`src/rtl/addsub_pkg.sv`:
```
// Shared types and helpers for the add/subtract accumulator block.
package addsub_pkg;

    typedef enum logic [1:0] {
        OP_ADD     = 2'b00,
        OP_SUB     = 2'b01,
        OP_ACC_ADD = 2'b10,
        OP_ACC_SUB = 2'b11
    } op_t;

    // Largest positive two's-complement value of the given width, as a bit pattern.
    function automatic logic [31:0] sat_max(int unsigned width);
        return (32'd1 << (width - 1)) - 32'd1;
    endfunction

    // Most negative two's-complement value of the given width, as a bit pattern.
    function automatic logic [31:0] sat_min(int unsigned width);
        return 32'd1 << (width - 1);
    endfunction

endpackage

```
`src/rtl/addsub_accum_if.sv`:
```
// Handshake and data bundle between a stimulus source and the accumulator.
interface addsub_accum_if #(
    parameter int unsigned WIDTH = 6
);
    logic               in_valid;
    logic               in_ready;
    logic [WIDTH-1:0]   inA;
    logic [WIDTH-1:0]   inB;
    addsub_pkg::op_t    op;
    logic               sat_en;
    logic               acc_clr;
    logic               sticky_clr;
    logic               out_valid;
    logic               out_ready;
    logic [WIDTH-1:0]   sum;
    logic               OF_S;
    logic               carry;
    logic               of_sticky;

    modport master (
        output in_valid, inA, inB, op, sat_en, acc_clr, sticky_clr, out_ready,
        input  in_ready, out_valid, sum, OF_S, carry, of_sticky
    );

    modport slave (
        input  in_valid, inA, inB, op, sat_en, acc_clr, sticky_clr, out_ready,
        output in_ready, out_valid, sum, OF_S, carry, of_sticky
    );

endinterface

```
`src/rtl/addsub_core.sv`:
```
// Combinational signed add/subtract with overflow detection and optional saturation.
module addsub_core
    import addsub_pkg::*;
#(
    parameter int unsigned WIDTH = 6
) (
    input  logic [WIDTH-1:0] x,
    input  logic [WIDTH-1:0] y,
    input  logic             sub,
    input  logic             sat_en,
    output logic [WIDTH-1:0] r,
    output logic             of_s,
    output logic             carry
);

    localparam logic [WIDTH-1:0] SatMax = WIDTH'(sat_max(WIDTH));
    localparam logic [WIDTH-1:0] SatMin = WIDTH'(sat_min(WIDTH));

    logic [WIDTH-1:0] y_eff;
    logic [WIDTH:0]   raw;

    // Subtraction is x + ~y + 1; overflow uses the sign of ~y, which also
    // catches x - (-2^(WIDTH-1)) correctly.
    always_comb begin
        y_eff = sub ? ~y : y;
        raw   = {1'b0, x} + {1'b0, y_eff} + {{WIDTH{1'b0}}, sub};
        of_s  = (x[WIDTH-1] == y_eff[WIDTH-1]) && (raw[WIDTH-1] != x[WIDTH-1]);
        // Carry-out for add, inverted into a borrow for subtract.
        carry = raw[WIDTH] ^ sub;
        r     = raw[WIDTH-1:0];
        if (sat_en && of_s) begin
            // Overflow direction follows the sign of x (both operands share it).
            r = x[WIDTH-1] ? SatMin : SatMax;
        end
    end

endmodule

```
`src/rtl/addsub_accum.sv`:
```
// Registered add/subtract/accumulate stage with valid/ready on both sides.
module addsub_accum
    import addsub_pkg::*;
#(
    parameter int unsigned WIDTH       = 6,
    parameter bit          SAT_DEFAULT = 1'b0
) (
    input  logic           clk,
    input  logic           rst_n,
    addsub_accum_if.slave  bus
);

    // Documents the tie-off value of sat_en for integrators; no logic depends on it.
    logic unused_sat_default;
    assign unused_sat_default = SAT_DEFAULT;

    logic             accept;
    logic             consume;
    logic             is_acc;
    logic             sub;
    logic [WIDTH-1:0] x;
    logic [WIDTH-1:0] y;
    logic [WIDTH-1:0] r;
    logic             of_s;
    logic             carry;

    logic             out_valid_q, out_valid_d;
    logic [WIDTH-1:0] sum_q, sum_d;
    logic             of_q, of_d;
    logic             carry_q, carry_d;
    logic             sticky_q, sticky_d;
    logic [WIDTH-1:0] acc_q, acc_d;

    assign bus.in_ready = !out_valid_q || bus.out_ready;
    assign accept       = bus.in_valid && bus.in_ready;
    assign consume      = out_valid_q && bus.out_ready;

    // Operand selection: ACC ops use the accumulator (or 0 when clearing) as x and inA as y.
    always_comb begin
        is_acc = (bus.op == OP_ACC_ADD) || (bus.op == OP_ACC_SUB);
        sub    = (bus.op == OP_SUB) || (bus.op == OP_ACC_SUB);
        if (is_acc) begin
            x = bus.acc_clr ? '0 : acc_q;
            y = bus.inA;
        end else begin
            x = bus.inA;
            y = bus.inB;
        end
    end

    addsub_core #(
        .WIDTH (WIDTH)
    ) u_core (
        .x      (x),
        .y      (y),
        .sub    (sub),
        .sat_en (bus.sat_en),
        .r      (r),
        .of_s   (of_s),
        .carry  (carry)
    );

    // Next-state for the output register, accumulator and sticky flag.
    always_comb begin
        out_valid_d = out_valid_q;
        sum_d       = sum_q;
        of_d        = of_q;
        carry_d     = carry_q;
        sticky_d    = sticky_q;
        acc_d       = acc_q;

        if (accept) begin
            out_valid_d = 1'b1;
            sum_d       = r;
            of_d        = of_s;
            carry_d     = carry;
        end else if (consume) begin
            out_valid_d = 1'b0;
        end

        // An accepted ACC op already used 0 as its base when acc_clr is high.
        if (accept && is_acc) begin
            acc_d = r;
        end else if (bus.acc_clr) begin
            acc_d = '0;
        end

        // Set wins over clear on the same edge.
        if (accept && of_s) begin
            sticky_d = 1'b1;
        end else if (bus.sticky_clr) begin
            sticky_d = 1'b0;
        end
    end

    // State registers with synchronous active-low reset.
    always_ff @(posedge clk) begin
        if (!rst_n) begin
            out_valid_q <= 1'b0;
            sum_q       <= '0;
            of_q        <= 1'b0;
            carry_q     <= 1'b0;
            sticky_q    <= 1'b0;
            acc_q       <= '0;
        end else begin
            out_valid_q <= out_valid_d;
            sum_q       <= sum_d;
            of_q        <= of_d;
            carry_q     <= carry_d;
            sticky_q    <= sticky_d;
            acc_q       <= acc_d;
        end
    end

    assign bus.out_valid = out_valid_q;
    assign bus.sum       = sum_q;
    assign bus.OF_S      = of_q;
    assign bus.carry     = carry_q;
    assign bus.of_sticky = sticky_q;

endmodule

```
`src/flat_wrapper.sv`:
```
// flat-port wrapper written by rule: the top's interface ports become plain ports
module addsub_accum_flat import addsub_pkg::*;
#(
    parameter int unsigned WIDTH       = 6,
    parameter bit          SAT_DEFAULT = 1'b0
)
  (clk, rst_n, bus_in_valid, bus_inA, bus_inB, bus_op, bus_sat_en, bus_acc_clr, bus_sticky_clr, bus_out_ready, bus_in_ready, bus_out_valid, bus_sum, bus_OF_S, bus_carry, bus_of_sticky);
  addsub_accum_if #(.WIDTH(WIDTH)) bus_i ();
  input  logic clk;
  input  logic rst_n;
  input wire logic [$bits(bus_i.in_valid)-1:0] bus_in_valid;
  input wire logic [$bits(bus_i.inA)-1:0] bus_inA;
  input wire logic [$bits(bus_i.inB)-1:0] bus_inB;
  input wire logic [$bits(bus_i.op)-1:0] bus_op;
  input wire logic [$bits(bus_i.sat_en)-1:0] bus_sat_en;
  input wire logic [$bits(bus_i.acc_clr)-1:0] bus_acc_clr;
  input wire logic [$bits(bus_i.sticky_clr)-1:0] bus_sticky_clr;
  input wire logic [$bits(bus_i.out_ready)-1:0] bus_out_ready;
  output wire logic [$bits(bus_i.in_ready)-1:0] bus_in_ready;
  output wire logic [$bits(bus_i.out_valid)-1:0] bus_out_valid;
  output wire logic [$bits(bus_i.sum)-1:0] bus_sum;
  output wire logic [$bits(bus_i.OF_S)-1:0] bus_OF_S;
  output wire logic [$bits(bus_i.carry)-1:0] bus_carry;
  output wire logic [$bits(bus_i.of_sticky)-1:0] bus_of_sticky;
  assign bus_i.in_valid = bus_in_valid;
  assign bus_i.inA = bus_inA;
  assign bus_i.inB = bus_inB;
  assign bus_i.op = bus_op;
  assign bus_i.sat_en = bus_sat_en;
  assign bus_i.acc_clr = bus_acc_clr;
  assign bus_i.sticky_clr = bus_sticky_clr;
  assign bus_i.out_ready = bus_out_ready;
  assign bus_in_ready = bus_i.in_ready;
  assign bus_out_valid = bus_i.out_valid;
  assign bus_sum = bus_i.sum;
  assign bus_OF_S = bus_i.OF_S;
  assign bus_carry = bus_i.carry;
  assign bus_of_sticky = bus_i.of_sticky;
  addsub_accum #(.WIDTH(WIDTH), .SAT_DEFAULT(SAT_DEFAULT)) u_core (.clk(clk), .rst_n(rst_n), .bus(bus_i));
endmodule
```
`config.mk`:
```
export PLATFORM = sky130hd
export DESIGN_NAME = addsub_accum_flat
export DESIGN_NICKNAME = d
export VERILOG_FILES = /design/src/rtl/addsub_pkg.sv /design/src/rtl/addsub_accum_if.sv /design/src/rtl/addsub_core.sv /design/src/rtl/addsub_accum.sv /design/src/flat_wrapper.sv
export SDC_FILE = /design/constraint.sdc
export NUM_CORES = 1
export LEC_CHECK = 0
export CORE_ASPECT_RATIO = 1.25
export CORE_MARGIN = 10
export CORE_UTILIZATION = 41
export DETAILED_ROUTE_END_ITERATION = 12
export PLACE_DENSITY = 0.64
export SETUP_SLACK_MARGIN = 0.2
export SLEW_MARGIN = 15
export SYNTH_ARGS = -nofsm -noshare
export SYNTH_HDL_FRONTEND = slang
export SYNTH_HIERARCHICAL = 1
export SYNTH_SLANG_ARGS = --single-unit
```
`constraint.sdc`:
```
create_clock -name clk -period 5 [get_ports clk]
set_input_delay 1 -clock clk [delete_from_list [all_inputs] [get_ports clk]]
set_output_delay 1 -clock clk [all_outputs]
set_load 0.01 [all_outputs]
```
# Yosys cells after proc, flatten, opt, wreduce, memory -nomap -nowiden
# Cells that the tools add are included.
# word_totals
inputBits	21
output_inout_bits	11
ff_bits	16
# classes
n_mux	11
n_reduce_logical	12
eq_ne	5
n_addsub	2
bitwise_logic	2
# op_table
op	n
$mux 6	7
$add 6x6->7	1
$add 7x1->7	1
$logic_and 1x1->1	6
$not 6->6	1
$eq 2x2->1 const B	2
$mux 1	4
$reduce_bool 2->1	2
$logic_or 1x1->1	3
$eq 2x1->1 const B	1
$eq 1x1->1	1
$logic_not 1->1	1
$ne 1x1->1	1
$xor 1x1->1	1

# Longest topological paths before layout
# Gate-level depths: netlist (run 1).
# depth
depth_word	12
mapped_depth	10

# By module
# The synthesis (run 1) kept the hierarchy.
# by_module_without_submodules
module	area_each_um2	n_inst	cells_per_inst
addsub_accum	800.8	1	85
addsub_core	495.5	1	60

# Worst setup path after synthesis (run 1)
# No wires, ideal clock.
# synth_path
path_type	input to register
start	input bus_op[1]
end	register u_core.sum_q[4] (netlist: u_core/bus.sum[4])
path_buffers	1
required_ps	4872
slack_ps	1741
arrival_ps	3131
stages	10
path_cell_list	buf_2 -> mux2_2 -> mux2_4 -> fa_1 -> and3_1 -> or3_1 -> a32oi_1 -> a211oi_1 -> nand2_1 -> mux2i_1
# synth_via
elab_chain_cells	11
elab_cells_between_ends	17
cone_classes	2 x add/sub; 5 x eq/ne; 5 x mux; 1 x bitwise; 4 x reduce/logical
# synth_rtl
element	line_no	text
start: declaration	flat_wrapper.sv:14	input wire logic [$bits(bus_i.op)-1:0] bus_op;
$eq 2x2->1	addsub_accum.sv:40	is_acc = (bus.op == OP_ACC_ADD) || (bus.op == OP_ACC_SUB);
$logic_or 1x1->1 *	addsub_accum.sv:40	
$mux 6 *	addsub_accum.sv:42	if (is_acc) begin
via u_core.y[0]	addsub_accum.sv:22	logic [WIDTH-1:0] y;
$not 6->6	addsub_core.sv:25	y_eff = sub ? ~y : y;
$mux 6 *	addsub_core.sv:25	
$add 6x6->7 *	addsub_core.sv:26	raw = {1'b0, x} + {1'b0, y_eff} + {{WIDTH{1'b0}}, sub};
$add 7x1->7 *	addsub_core.sv:26	
$ne 1x1->1	addsub_core.sv:27	of_s = (x[WIDTH-1] == y_eff[WIDTH-1]) && (raw[WIDTH-1] != x[WIDTH-1]);
$logic_and 1x1->1	addsub_core.sv:27	
$logic_and 1x1->1	addsub_core.sv:31	if (sat_en && of_s) begin
$mux 6 *	addsub_core.sv:31	
via u_core.r[4]	addsub_accum.sv:23	logic [WIDTH-1:0] r;
end signal: assignment	addsub_accum.sv:107	sum_q <= sum_d;
end: declaration	addsub_accum.sv:28	logic [WIDTH-1:0] sum_q, sum_d;
# The timed path passes the listed nets; every way through them passes the cells marked *.
# A chain may end at the register's enable or synchronous reset.

# Worst setup path in the final report (run 1)
# layout_path
start	input bus_op[1]
end	register u_core.of_q (netlist: u_core/bus.OF_S)
# layout_via
elab_chain_cells	9
elab_cells_between_ends	14
cone_classes	2 x add/sub; 5 x eq/ne; 3 x mux; 1 x bitwise; 3 x reduce/logical
# layout_rtl
element	line_no	text
$eq 2x2->1	addsub_accum.sv:40	
$logic_or 1x1->1 *	addsub_accum.sv:40	
$mux 6 *	addsub_accum.sv:42	
via u_core.y[2]	addsub_accum.sv:22	
$not 6->6	addsub_core.sv:25	
$mux 6 *	addsub_core.sv:25	
$add 6x6->7 *	addsub_core.sv:26	
$add 7x1->7 *	addsub_core.sv:26	
$ne 1x1->1 *	addsub_core.sv:27	
$logic_and 1x1->1 *	addsub_core.sv:27	
via u_core.of_s	addsub_accum.sv:24	logic of_s;
end signal: assignment	addsub_accum.sv:101	of_q <= 1'b0;
end signal: assignment	addsub_accum.sv:108	of_q <= of_d;
end: declaration	addsub_accum.sv:29	logic of_q, of_d;
# Marked as above.

==> impl_results.md, run 1 <==
- Gr usage total: 0.1079
- Beginning of the critical path: bus_op[1]
- Post-synth top area cell: dfxtp_1
- Dominant synthesized flop cell: dfxtp_1
- Post-layout min period: 3817 ps
- Sw power: 0.1409 mW
- Final setup margin: 1183 ps
- Crit-path max cell delay: 820 ps
- Drt pass-1 iters: 4
- CTS tree: built
- Final worst path period share: 0.7634
- Post-Syn Nets: 172
- Async SR Flop Fraction: 0
- Post-CTS sizing: 0
- Gp weighted congestion: 0.8262
- Layout Area Growth over Synthesis: 25.58%
- Vias in the first global route: 1210
- Final Cell Area: 1628 um^2
- Top delay family on crit path: compound AO/OA/AOI/OAI gates
- Share of the synthesized area in the top cell type: 0.2471
- Post-DP HPWL: 2622 um
- Outcome: complete, no violations
- DRT Wirelength: 3143 um
- Number of flops mapped to enable cells by yosys: 0
- Synth cell types: 44
- Least-Margin Pin Slew: 619.9 ps
- Setup TNS: 0 ps
- Routed Antenna Nets: 0
- GRT overflow: 0
- Netlist Area Pre-Place: 1296 um^2
- Worst path required time: 5210 ps
- Max Root-Sink Buffers: 2
- CP most frequent cell: nand3_1
- Achievable Freq: 262.0 MHz
- Placed Cells incl. Taps: 205
- Row count: 22
- Critical Path AT: 4030 ps
- Setup Crit Path Kind: in -> reg
- DR iter-0 viols: 45
- Clock-pin slew on the worst setup and hold paths: 90 ps
- Core area: 3000 um^2
- Critical path, cell by cell: clkdlybuf4s50_1 -> mux2_2 -> xor2_1 -> ha_1 -> a21o_4 -> a311o_4 -> nand3_1 -> nor3b_2 -> nand3_1 -> a21oi_1
- Seq/Total Area, Yosys: 0.2471
- Vias per cell: 5.413
- Post-route non-filler standard cell count: 208
- Clk root buf: clkbuf_4
- Max-slew violations: 0
- Hold WC Path Type: reg -> reg
- Placed Area: 1605 um^2
- Die height: 82.87 um
- Setup Skew: 4.063 ps
- Area of the die: 5825 um^2
- CP max-delay cell: clkdlybuf4s50_1
- Clock latency on the worst-skew pair: 270 ps
- Hold Buf Count CTS: 0
- VDD IR-drop max: 115.7 uV
- Crit path max fanout: 13
- Chip Width: 70.29 um
- Wire length per cell: 15.11 um
- Final Hold Fails: 0
- Count of input and output buffers: 31
- Largest net degree at the start of global routing: 20
- Share of layout cells above drive strength 1: 0.1570
- Global-route wire length before repair: 5513 um
- Initial antenna violation count: 0
- TritonCTS buffer count: 3
- Critical path buffers and inverters: 1
- Yosys reg bits: 16
- Sw Share: 0.3462
- # Post-CTS Setup Buffers: 0
- FILL cells: 295
- Htree depth: 1
- Final setup viols: 0
- Remaining DRCs: 0
- Comb pwr share: 0.486
- Antenna cells: 0
- Gate Count Post-Synth: 145
- Int Pwr: 0.2661 mW
- RSZ-0062 raised after global routing: false
- Number of max-cap violations: 0
- Startpoint type of the worst setup path: input pin
- Flop pwr share: 0.357
- HP Start: u_core/bus.sum[2]
- Layout Nets: 201
- Yosys Warn Count: 6
- Nature of the critical path endpoint: flop
- I/O pins: 32
- Clk pwr share: 0.157
- P_leak: 0.6598 nW
- Sink Count: 16
- Worst r2r src: u_core/acc_q[0]
- Rel. slew slack: 0.5855
- Synth area leaders: dfxtp_1 25%, mux2_2 10%, mux2i_1 9.3%
- Syn avg cell area: 8.940 um^2
- Via count: 1126
- Initial Util: 0.4320
- Final Util: 0.5425
- Pwr/cell area: 250.0 nW/um^2
- Place WS: 881.8 ps
-- Yosys cell counts (2+ instances only) --
cell and n:
o21ai_0 3, a211oi_1 2, and3_1 2, o211ai_1 2, nand2b_1 2, a221oi_1 2
xor2_1 5, nand3_1 4, mux2i_1 12, inv_1 7, a21o_1 2, nor2_1 2
nand2_1 20, nor2b_1 6, buf_2 4, buf_6 2, ha_1 5, dfxtp_1 16
o21a_1 2, xnor2_1 2, a21oi_1 9, mux2_2 12
-- cell type report --
class / count / area (um^2) / share of cell area
inverters: 8 / 30.03 / 0.01845
flip-flops and latches: 16 / 320.3 / 0.1968
well taps: 36 / 45.04 / 0.02767
clock buffers: 3 / 22.52 / 0.01384
multi-input cells: 114 / 899.6 / 0.5527
repair buffers: 31 / 310.3 / 0.1906
-- worst min-delay path: stages, from the launching register on --
cell     delay, ps
dfxtp_1        310
nand2_1         50
mux2i_1         50
-- path summary, 6_finish.rpt --
| path | endpoint | slack, ps | depth (start not counted) |
|---|---|---|---|
| setup / recovery | u_core/bus.OF_S | 1180 | 10 |
| hold / removal | u_core/bus.sum[2] | 460 | 2 |
| setup reg to reg | u_core/acc_q[4] | 2530 | 10 |
| hold reg to reg | u_core/bus.sum[2] | 460 | 2 |
-- cell usage in the layout (no fill, tap or decap), types with 3 or more instances in the layout --
cell type	n
a21oi_1	9
clkbuf_4	3
clkdlybuf4s50_1	31
dfxtp_1	16
ha_1	5
inv_1	7
mux2_2	12
mux2i_1	12
nand2_1	20
nand3_1	4
nor2b_1	6
o21ai_0	3
xor2_1	5
-- per-stage QoR --
| stage | hold WS [ps] | power [mW] |
|---|---|---|
| floorplan | 479.0 | 0.2837 |
| global placement | 445.8 | 0.3396 |
| detailed placement | 449.0 | 0.3457 |
| CTS | 463.6 | 0.4091 |
| global route | 484.1 | 0.4351 |
| finish | 456.8 | 0.4070 |
-- cell families (layout without fill, tap and decap cells) --
kind of cell | Yosys count | after routing | synth area share
adders and majority gates | 6 | 6 | 0.06371
xor gates and xnor gates | 7 | 7 | 0.04730
AOI/OAI and AO/OA | 33 | 33 | 0.1988
DFF | 16 | 16 | 0.2471
muxes | 25 | 25 | 0.2085
and+or+nand+nor | 43 | 43 | 0.1757
buffers and inverters | 15 | 42 | 0.05888
-- metal layers --
metal,share of wire,vias to the layer above,GRT usage,wire [um]
met5,0,-,0,0
li1,-,575,-,-
met1,0.41,516,0.1159,1298
met3,0.055,2,0.01905,173
met4,0.013,0,0.05376,40
met2,0.52,33,0.1933,1629
-- flip-flops by register name, indices dropped and copies added (netlist names) --
| signal | flops |
|---|---|
| u_core/bus.OF_S | 1 |
| u_core/bus.sum | 6 |
| u_core/acc_q | 6 |
| u_core/bus.of_sticky | 1 |
| u_core/bus.carry | 1 |
| u_core/bus.out_valid | 1 |
-- power by group through the flow --
stage               clock network, mW  registers [mW]  logic (mW)
floorplan                           0           0.153       0.131
global placement                    0           0.148       0.191
detailed placement                  0           0.148       0.197
CTS                            0.0655           0.146       0.198
global route                   0.0699           0.147       0.218
finish                         0.0640           0.145       0.198
Power figures use the tool's default switching activity.
==> run 2, diff against run 1 <==
- PLACE_DENSITY: 0.64 -> 0.67
- clock period: 5 -> 3.3 ns (I/O delays scaled with it)
==> impl_results.md, run 2 (same netlist as run 1, synthesis figures left out) <==
- Startpoint type of the worst setup path: input pin
- Flop2flop setup slack: 830 ps
- Share of layout cells above drive strength 1: 0.2618
- Post-route non-filler standard cell count: 227
- Sink Count: 16
- Drt pass-1 iters: 4
- Max-slew violations: 0
- Core area: 3000 um^2
- Largest net degree at the start of global routing: 20
- Hold Buf Count CTS: 0
- RSZ-0062 raised after global routing: false
- P_leak: 0.7560 nW
- Routed Antenna Nets: 0
- Place WS: -282.4 ps
- GRT overflow: 0
- Final Util: 0.5984
- Initial antenna violation count: 0
- Clock-pin slew on the worst setup and hold paths: 90 ps
- DRT Wirelength: 3474 um
- Layout Nets: 219
- Area of the die: 5825 um^2
- I/O pins: 32
- Worst-case reg-to-reg path depth: 10
- Vias in the first global route: 1226
- Htree depth: 1
- Setup TNS: 0 ps
- Post-layout min period: 3003 ps
- Setup Crit Path Kind: in -> reg
- Chip Width: 70.29 um
- VDD IR-drop max: 236.7 uV
- Number of max-cap violations: 0
- Final Cell Area: 1795 um^2
- Die height: 82.87 um
- Critical path, cell by cell: clkdlybuf4s50_1 -> buf_4 -> nor2b_1 -> mux2_2 -> ha_1 -> buf_4 -> and3_1 -> or3_1 -> a21oi_1 -> a211oi_2 -> nand2_1 -> mux2i_1
- Worst path required time: 3460 ps
- Stages on the worst setup path: 12
- # Post-CTS Setup Buffers: 0
- Clk root buf: clkbuf_4
- Least-Margin Pin Slew: 626.8 ps
- Wire length per cell: 15.30 um
- Rel. slew slack: 0.5808
- Top delay family on crit path: buffers and inverters
- Reg2reg end: u_core/bus.sum[4]
- Outcome: complete, no violations
- Antenna cells: 0
- Gr usage total: 0.1112
- Final worst path period share: 0.9101
- Gp weighted congestion: 0.9546
- Hold path depth: 2
- Final setup viols: 0
- FILL cells: 280
- Clock latency on the worst-skew pair: 280 ps
- Count of input and output buffers: 31
- Post-DP HPWL: 2903 um
- Achievable Freq: 333.0 MHz
- Critical Path AT: 3160 ps
- Hold WS: 466.6 ps
- Worst r2r src: u_core/acc_q[0]
- Vias per cell: 5.273
- CP endpoint: u_core/bus.sum[4]
- Remaining DRCs: 0
- Global-route wire length before repair: 5637 um
- Initial Util: 0.4320
- Crit-path max cell delay: 510 ps
- Multi-input logic area: 918.4 um^2
- Final setup margin: 296.5 ps
- Final Hold Fails: 0
- Placed Cells incl. Taps: 223
- Placed Area: 1740 um^2
- Most frequent cells in the layout: 30 x clkdlybuf4s50_1, 20 x nand2_1, 18 x buf_4
- Hold WC Path Type: reg -> reg
- CTS tree: built
- Max Root-Sink Buffers: 2
- DR iter-0 viols: 73
- Layout Area Growth over Synthesis: 38.51%
- Seq. cell area: 320.3 um^2
- Via count: 1197
- Crit path max fanout: 5
- Beginning of the critical path: bus_acc_clr
- Most common cell after layout, fill and taps aside: clkdlybuf4s50_1
- Nature of the critical path endpoint: flop
- Pwr/cell area: 387.4 nW/um^2
- TritonCTS buffer count: 3
- CP most frequent cell: buf_4
- Setup Skew: 8.851 ps
- CP max-delay cell: clkdlybuf4s50_1
- Critical path buffers and inverters: 3
- Pwr Total: 0.6956 mW
- Row count: 22
==> run 2: changes by cell type in the layout (fill, tap and decap cells not counted), sizes merged <==
cell and delta:
buf +18, clkbuf +1, clkdlybuf4s15 +1, clkdlybuf4s50 -1
==> run 2: how the worst min path moves through the flow <==
stage,from,endpoint,slack [ps]
finish,u_core/bus.sum[4],u_core/bus.sum[4],470
global route,u_core/bus.sum[4],u_core/bus.sum[4],480
CTS,u_core/bus.sum[4],u_core/bus.sum[4],470
detailed placement,u_core/bus.sum[5],u_core/bus.sum[5],450
global placement,u_core/bus.sum[5],u_core/bus.sum[5],440
floorplan,u_core/bus.sum[3],u_core/bus.sum[3],480
==> run 2: layer usage <==
| metal | track usage | up-vias | routed length, um |
|---|---|---|---|
| met3 | 0.02024 | 4 | 127 |
| met2 | 0.2096 | 24 | 1857 |
| li1 | - | 607 | - |
| met4 | 0.03763 | 0 | 38 |
| met1 | 0.1171 | 562 | 1451 |
| met5 | 0 | - | 0 |
==> run 2: area by class of cell <==
class                           count  share of cell area
Sequential cell                    16              0.1784
Clock buffer                        4             0.02021
Timing Repair Buffer               49              0.2481
Tap cell                           36             0.02509
Inverter                            8             0.01672
Multi-Input combinational cell    114              0.5115
==> run 2: worst reg2reg max path, delay by kind of cell (launching register included) <==
family	cells	cell delay, ps
flops	1	310
fa+ha+maj	1	340
mux	3	640
simple gates	4	770
compound gates	2	290
==> run 2: power by group <==
part           leakage [nW]  switching [mW]  internal (mW)  total (mW)
sequential            0.131         0.00726          0.213       0.220
combinational         0.604           0.170          0.178       0.348
clock                0.0210          0.0601         0.0671       0.127
==> run 2: what timing repair did <==
| item | in CTS | in global routing |
|---|---|---|
| pin swaps | 0 | 0 |
| endpoints found under the setup margin | 13 | 5 |
| endpoints found under the hold margin | 0 | 0 |
| resized for setup | 1 | 5 |
